[src/rtl/lfsr_counter_param.sv]
// rtl/lfsr_counter_param.sv - parametrised Fibonacci LFSR counter with free-run, stop and reload modes
// Optional binary step counter output 'steps' is present when LFSR_STEP_COUNT_EN is defined.
module lfsr_counter_param #(
   parameter int unsigned      WIDTH = 6,
   parameter logic [WIDTH-1:0] TAPS  = 6'h30,
   parameter logic [WIDTH-1:0] SEED  = 6'h01
) (
   input  logic             clk,
   input  logic             reset,
   input  logic             cen,
   input  logic             load,
   input  logic [WIDTH-1:0] data,
   input  logic [WIDTH-1:0] count_to,
   input  logic [1:0]       mode,
   output logic [WIDTH-1:0] q,
   output logic             match,
   output logic             done,
   output logic             wrap,
`ifdef LFSR_STEP_COUNT_EN
   output logic [WIDTH-1:0] steps,
`endif
   output logic             zero_err
);

   typedef enum logic [1:0] {
      MODE_FREE     = 2'b00,
      MODE_STOP     = 2'b01,
      MODE_RELOAD   = 2'b10,
      MODE_FREE_ALT = 2'b11
   } mode_e;

   logic [WIDTH-1:0] r_q;
   logic             r_done;
   logic             r_wrap;
   logic             r_zero_err;

   mode_e            w_mode;
   logic             w_match;
   logic             w_fb;
   logic [WIDTH-1:0] w_step_raw;
   logic [WIDTH-1:0] w_step;
   logic             w_data_zero;
   logic [WIDTH-1:0] w_data_sub;
   logic             w_stop_hit;
   logic             w_reload_hit;

   assign w_mode       = mode_e'(mode);
   assign w_match      = (r_q == count_to);
   assign w_fb         = ^(r_q & TAPS);
   assign w_step_raw   = {r_q[WIDTH-2:0], w_fb};
   // Every value entering the state register is forced nonzero so the LFSR cannot lock up.
   assign w_step       = (w_step_raw == '0) ? SEED : w_step_raw;
   assign w_data_zero  = (data == '0);
   assign w_data_sub   = w_data_zero ? SEED : data;
   assign w_stop_hit   = w_match && (w_mode == MODE_STOP);
   assign w_reload_hit = w_match && (w_mode == MODE_RELOAD);

   always_ff @(posedge clk) begin
      if (reset) begin
         r_q        <= SEED;
         r_done     <= 1'b0;
         r_wrap     <= 1'b0;
         r_zero_err <= 1'b0;
      end else if (load) begin
         r_q        <= w_data_sub;
         r_zero_err <= w_data_zero;
         r_done     <= 1'b0;
         r_wrap     <= 1'b0;
      end else if (cen) begin
         r_wrap <= 1'b0;
         if (w_stop_hit) begin
            r_done <= 1'b1;
         end else if (w_reload_hit) begin
            r_q    <= w_data_sub;
            r_wrap <= 1'b1;
            if (w_data_zero) begin
               r_zero_err <= 1'b1;
            end
         end else begin
            r_q <= w_step;
         end
      end else begin
         r_wrap <= 1'b0;
      end
   end

`ifdef LFSR_STEP_COUNT_EN
   logic [WIDTH-1:0] r_steps;
   logic             w_steps_clr;
   logic             w_steps_inc;

   assign w_steps_clr = reset || load || (cen && w_reload_hit);
   assign w_steps_inc = cen && !w_stop_hit && !w_reload_hit;

   always_ff @(posedge clk) begin
      if (w_steps_clr) begin
         r_steps <= '0;
      end else if (w_steps_inc) begin
         r_steps <= r_steps + 1'b1;
      end
   end

   assign steps = r_steps;
`endif

   assign q        = r_q;
   assign match    = w_match;
   assign done     = r_done;
   assign wrap     = r_wrap;
   assign zero_err = r_zero_err;

endmodule

[config.mk]
export PLATFORM = sky130hd
export DESIGN_NAME = lfsr_counter_param
export DESIGN_NICKNAME = d
export VERILOG_FILES = /design/src/rtl/lfsr_counter_param.sv
export SDC_FILE = /design/constraint.sdc
export NUM_CORES = 1
export LEC_CHECK = 0
export BUFFER_PORTS_ARGS = -buffer_cell sky130_fd_sc_hd__buf_2
export CAP_MARGIN = 40
export CORE_UTILIZATION = 39
export CTS_CLUSTER_DIAMETER = 30
export DETAILED_ROUTE_END_ITERATION = 12
export HOLD_SLACK_MARGIN = 0.12
export MAX_ROUTING_LAYER = met4
export PLACE_DENSITY_LB_ADDON = 0.08
export SETUP_SLACK_MARGIN = 0.3
export SLEW_MARGIN = 20
export SYNTH_ARGS = -nofsm -noshare
export SYNTH_HDL_FRONTEND = slang
export SYNTH_SLANG_ARGS = --single-unit
[constraint.sdc]
create_clock -name clk -period 1.6 [get_ports clk]
set_input_delay 0 -clock clk [delete_from_list [all_inputs] [get_ports clk]]
set_output_delay 0 -clock clk [all_outputs]
set_load 0.05 [all_outputs]
==> results.md, run 1 <==
- CP Data Arrival Time: 1.68 ns
- CTS buffer count: 3
- Slew margin rel.: 0.805
- Setup skew after layout: 0.00400 ns
- Num rows: 13
- Least-Margin Pin Slew: 0.292 ns
- CTS sink cnt: 9
- DP Wirelength: 1110 um
- Sw Share: 0.357
- Syn nets: 79
- DR vias: 625
- Power Total: 0.700 mW
- Crit start category: flop
- Max FO, Critical Path: 7
- Syn avg cell area: 9.21 um^2
- Synth cell types: 24
- Final ANT Viol Nets: 0
- Setup TNS: 0 ns
- Most common cell in the netlist: dfxtp_1
- GP Congestion: 0.724
- Initial drt markers: 7
- Comb power frac: 0.384
- Pwr Density: 672 mW/mm^2
- Main combinational cell family by area after synthesis: simple AND/OR/NAND/NOR gates
- GRT Overall Usage: 0.244
- Routed wire length: 1660 um
- Reg2reg path depth: 6
- Synth top area cells: dfxtp_1, mux2i_1, xor2_1
- Initial antenna violation count: 0
- DRT Pass-1 Iters: 4
- LEAKAGE: 0.456 nW
- Synth Flop Type: dfxtp_1
- P_int: 0.450 mW
- Via-to-Cell Ratio: 5.17
- Post-synthesis sequential area ratio: 0.321
- Most frequent cells after synthesis: dfxtp_1, nor2_1, mux2i_1, xor2_1, a211oi_1
- Hold WC Path Type: in -> reg
- Vias in the first global route: 596
- Core Area: 0.00132 mm^2
- Biggest area consumer among synthesized cells: dfxtp_1
- WP data required: 1.74 ns
- Setup violations, final: 0
- DR WL/cell: 13.7 um
- Compound-Gate Fraction of Synth Area: 0.200
- Synth top area share: 0.321
- Placed insts: 107
- DP Area: 801 um^2
- # DRC: 0
- Number of flops mapped to enable cells by yosys: 0
- CTS tree: built
- Maximum VDD drop: 0.436 mV
- Max Fclk: 0.651 GHz
- Fin util: 0.791
- Hold Vio Cnt, Final: 0
- Final period util: 0.960
- Clock share of power: 0.248
- Filler instances: 104
- CTS root buf: clkbuf_4
- Synth async-reset ratio: 0
- H-tree depth: 1
- Xor/xnor cell area share of the yosys netlist: 0.0935
- Simple-gate share of the synthesized area: 0.238
- Reg clk slew, reported paths: 0.06 ns
- GR Overflow Total: 0
- Synth Register Bits: 9
- Starting Density: 0.426
- WS Path Type: reg -> reg
- Unrepaired setup endpoints after global routing: true
- # diodes: 0
- Hold path depth: 5
- Status: completed
- # IOs: 28
- Layout cells sized above 1: 0.651
- Sequential power share: 0.368
- Post-route minimum period: 1.54 ns
- Die height: 40.0 um
- First-pass GRT wire length: 2480 um
- Largest net degree at the start of global routing: 11
- Post-route cell area: 0.00104 mm^2
- Area Overhead vs Synth: 85.5%
- Layout Cells excl Fill: 121
- Max_cap viols: 0
- Psw: 0.250 mW
- Max clock buf depth: 2
- Nets: 125
- Crit end category: flop
- Die Area: 0.00160 mm^2
- Mux cell area share after synthesis: 0.107
- Mapped cell area: 562 um^2
- Synthesis Warnings: 0
- Post-Synth Adder-Cell Area: 0
- Fin. max-slew vios: 0
- Worst-skew pair later-pin latency: 0.26 ns
- Die Width: 40.0 um
- Cells after Synth: 61
- IO Port Bufs: 27
[logic make-up after synthesis]
family | after synthesis
and+or+nand+nor | 22
AOI/OAI and AO/OA | 13
xor gates and xnor gates | 6
buffers and inverters | 5
muxes | 6
DFF | 9
[metrics by stage]
step	setup WS [ns]	hold slack, ns
6_report	0.0642	0.128
2_1_floorplan	-0.0303	0.0755
3_3_place_gp	0.0230	0.248
3_5_place_dp	-0.00717	0.255
4_1_cts	0.0542	0.123
5_1_grt	-0.0155	0.141
[cell usage in the layout, fill, tap and decap left out, types with 2 or more instances in the layout]
| cell type | n |
|---|---|
| clkbuf_4 | 3 |
| xor2_2 | 5 |
| a211oi_2 | 4 |
| dfxtp_4 | 6 |
| nor2_4 | 2 |
| dfxtp_1 | 3 |
| nor3_1 | 3 |
| dlygate4sd3_1 | 8 |
| nand2b_1 | 2 |
| buf_4 | 5 |
| nor2_1 | 4 |
| mux2i_1 | 6 |
| buf_6 | 3 |
| nor2_2 | 2 |
| buf_2 | 26 |
| inv_1 | 3 |
[path summary, 6_finish.rpt]
path	slack, ns	to	start
worst max-delay path	0.06	q[0]	q[3]
worst min-delay path	0.13	zero_err	data[0]
worst max register to register	0.06	q[0]	q[3]
worst min register to register	0.49	zero_err	zero_err
[registers in the layout (all words and copies together), names as in the netlist]
signal    count
zero_err      1
wrap          1
done          1
q             6
[critical path, stage by stage (launching register included)]
cell,delay (ns)
dfxtp_4,0.35
xor2_2,0.15
nor4_4,0.26
buf_4,0.18
a21oi_4,0.10
mux2i_1,0.14
a211o_1,0.26
[power groups by stage]
stage	Clock, mW	Sequential (mW)	Combinational [mW]
2_1_floorplan	0	0.309	0.0943
3_3_place_gp	0	0.259	0.210
3_5_place_dp	0	0.260	0.212
4_1_cts	0.179	0.255	0.247
5_1_grt	0.194	0.260	0.288
6_report	0.174	0.257	0.269
[routing by layer]
| metal | global-route usage | routed length, um |
|---|---|---|
| met5 | - | 0 |
| met4 | 0.103 | 17 |
| met3 | 0.0500 | 81 |
| met2 | 0.391 | 870 |
| met1 | 0.293 | 691 |
[timing repair]
action / CTS / global route
endpoints found under the hold margin: 9 / 1
pin swaps: 7 / 5
buffers inserted: 2 / 0
hold buffers: 7 / 1
setup endpoints to repair: 10 / 10
gates resized for setup: 8 / 16
[final cells by class]
type	instances	area, um^2	share of cell area
multi-input combinational	47	487	0.467
timing repair buffer	43	297	0.285
sequential	9	203	0.194
clock buffer	4	26.3	0.0252
tap	15	18.8	0.0180
inverter	3	11.3	0.0108
Power figures use the tool's default switching activity.
==> run 2: changes to the inputs <==
Settings changed: CORE_UTILIZATION 39 to 40.
Clock period 1.6 ns to 1.88 ns, I/O delays scaled along.
==> run 2 against run 1 <==
Compared with the run above: clock power is 13% lower; critical path depth is the same; sequential power is 14% lower; critical endpoint unchanged; largest cell class unchanged.
==> results.md, run 2 (synthesis results as in run 1) <==
- Status: completed
- DP Area: 743 um^2
- Area Overhead vs Synth: 78.8%
- Hold WC Path Type: in -> reg
- Fin. max-slew vios: 0
- Hold path depth: 5
- Final ANT Viol Nets: 0
- Final period util: 0.853
- Max clock buf depth: 2
- Starting Density: 0.432
- GR Util met3: 0.0341
- Vias in the first global route: 584
- LEAKAGE: 0.449 nW
- # IOs: 28
- Core Area: 0.00130 mm^2
- Routed wire length: 1750 um
- H-tree depth: 1
- Most frequent cells in the layout: buf_2, dlygate4sd3_1, nor2_1
- GR Util met1: 0.308
- WS Path Type: reg -> reg
- Hold Vio Cnt, Final: 0
- Hold_sp: data[2]
- Maximum VDD drop: 0.428 mV
- Die Width: 39.5 um
- Reg2reg path depth: 6
- Initial drt markers: 18
- Nets: 127
- Unrepaired setup endpoints after global routing: true
- Grt met2 use: 0.418
- Reg clk slew, reported paths: 0.06 ns
- IO Port Bufs: 27
- CP Data Arrival Time: 1.75 ns
- First-pass GRT wire length: 2500 um
- Most Crowded Layer GR: met2
- Fin util: 0.772
- Post-route cell area: 0.00100 mm^2
- FF-to-FF End: q[0]
- DR vias: 644
- Largest net degree at the start of global routing: 11
- Num rows: 13
- Worst-skew pair later-pin latency: 0.26 ns
- WP data required: 2.03 ns
- Die Area: 0.00156 mm^2
- Worst R2R Setup Slack: 0.28 ns
- DP Wirelength: 957 um
- Max FO, Critical Path: 7
- Max_cap viols: 0
- DR WL/cell: 14.3 um
- # diodes: 0
- Crit start category: flop
- CTS buffer count: 3
- Layout cells sized above 1: 0.537
- Setup TNS: 0 ns
- DRT Pass-1 Iters: 4
- Worst R2R Start: q[5]
- Via-to-Cell Ratio: 5.24
- CTS sink cnt: 9
- WHS Endpoint: zero_err
- Setup skew after layout: 0.00126 ns
- Setup violations, final: 0
- GRT Overall Usage: 0.254
- Crit end category: flop
- Max Fclk: 0.624 GHz
- CTS tree: built
- Commonest non-fill, non-tap cell in the layout: buf_2
- Power Total: 0.591 mW
- Initial antenna violation count: 0
- GP Congestion: 0.727
- Pwr Density: 588 mW/mm^2
- CTS root buf: clkbuf_4
- Post-route minimum period: 1.60 ns
- Least-Margin Pin Slew: 0.429 ns
- Max reg flops: 6
- Die height: 39.5 um
- GR Overflow Total: 0
- Slew margin rel.: 0.713
- # DRC: 0
[run 2: cell types whose count changed in the layout (fill, tap and decap cells not counted), sizes merged]
cell         previous run  this run
dlygate4sd3             8        12
buf                    35        32
a31oi                   1         2
[run 2: area by class of cell]
class                      instances  area [um^2]
tap                               15         18.8
fill                              91          297
clock buffer                       4         26.3
timing repair buffer              44          303
sequential                         9          198
inverter                           3         11.3
multi-input combinational         48          448
[run 2: what timing repair did]
item,4_1_cts,5_1_grt
gates resized for setup,4,7
gates cloned,1,0
pin swaps,6,6
setup buffers,5,0
hold endpoints to repair,9,0
setup endpoints to repair,8,9
hold buffers,12,0
[run 2: report_power, final]
| group | switching, mW | internal (mW) | leakage [nW] |
|---|---|---|---|
| clock network | 0.0692 | 0.0819 | 0.0150 |
| logic | 0.127 | 0.0916 | 0.357 |
| registers | 0.0186 | 0.203 | 0.0765 |
[run 2: how the worst max path moves through the flow]
stage	start	to	slack, ns	cells past startpoint
2_1_floorplan	q[3]	q[0]	0.24	5
3_3_place_gp	q[4]	zero_err	0.18	5
3_5_place_dp	q[4]	zero_err	0.13	5
4_1_cts	q[5]	q[0]	0.26	6
5_1_grt	q[5]	zero_err	0.20	6
6_report	q[5]	q[0]	0.28	6
[run 2: worst max-delay path: stages (launching register included)]
cell and delay [ns]:
dfxtp_4 0.35, xor2_2 0.15, nor4_4 0.33, buf_4 0.17, a21oi_4 0.09, mux2i_1 0.14, a211o_1 0.26
[run 2: metal layers]
| layer | part of all wire | vias up | routed length, um |
|---|---|---|---|
| met5 | 0 | - | 0 |
| met1 | 0.42 | 303 | 740 |
| met2 | 0.52 | 25 | 904 |
| met4 | 0.011 | 0 | 20 |
| met3 | 0.051 | 4 | 89 |
| li1 | - | 312 | - |
[run 2: through the flow]
stage,instances,hold WS (ns),setup slack [ns]
floorplan,61,0.0755,0.239
global placement,101,0.251,0.175
detailed placement,101,0.254,0.133
CTS,123,0.225,0.265
global route,123,0.298,0.204
finish,123,0.226,0.277
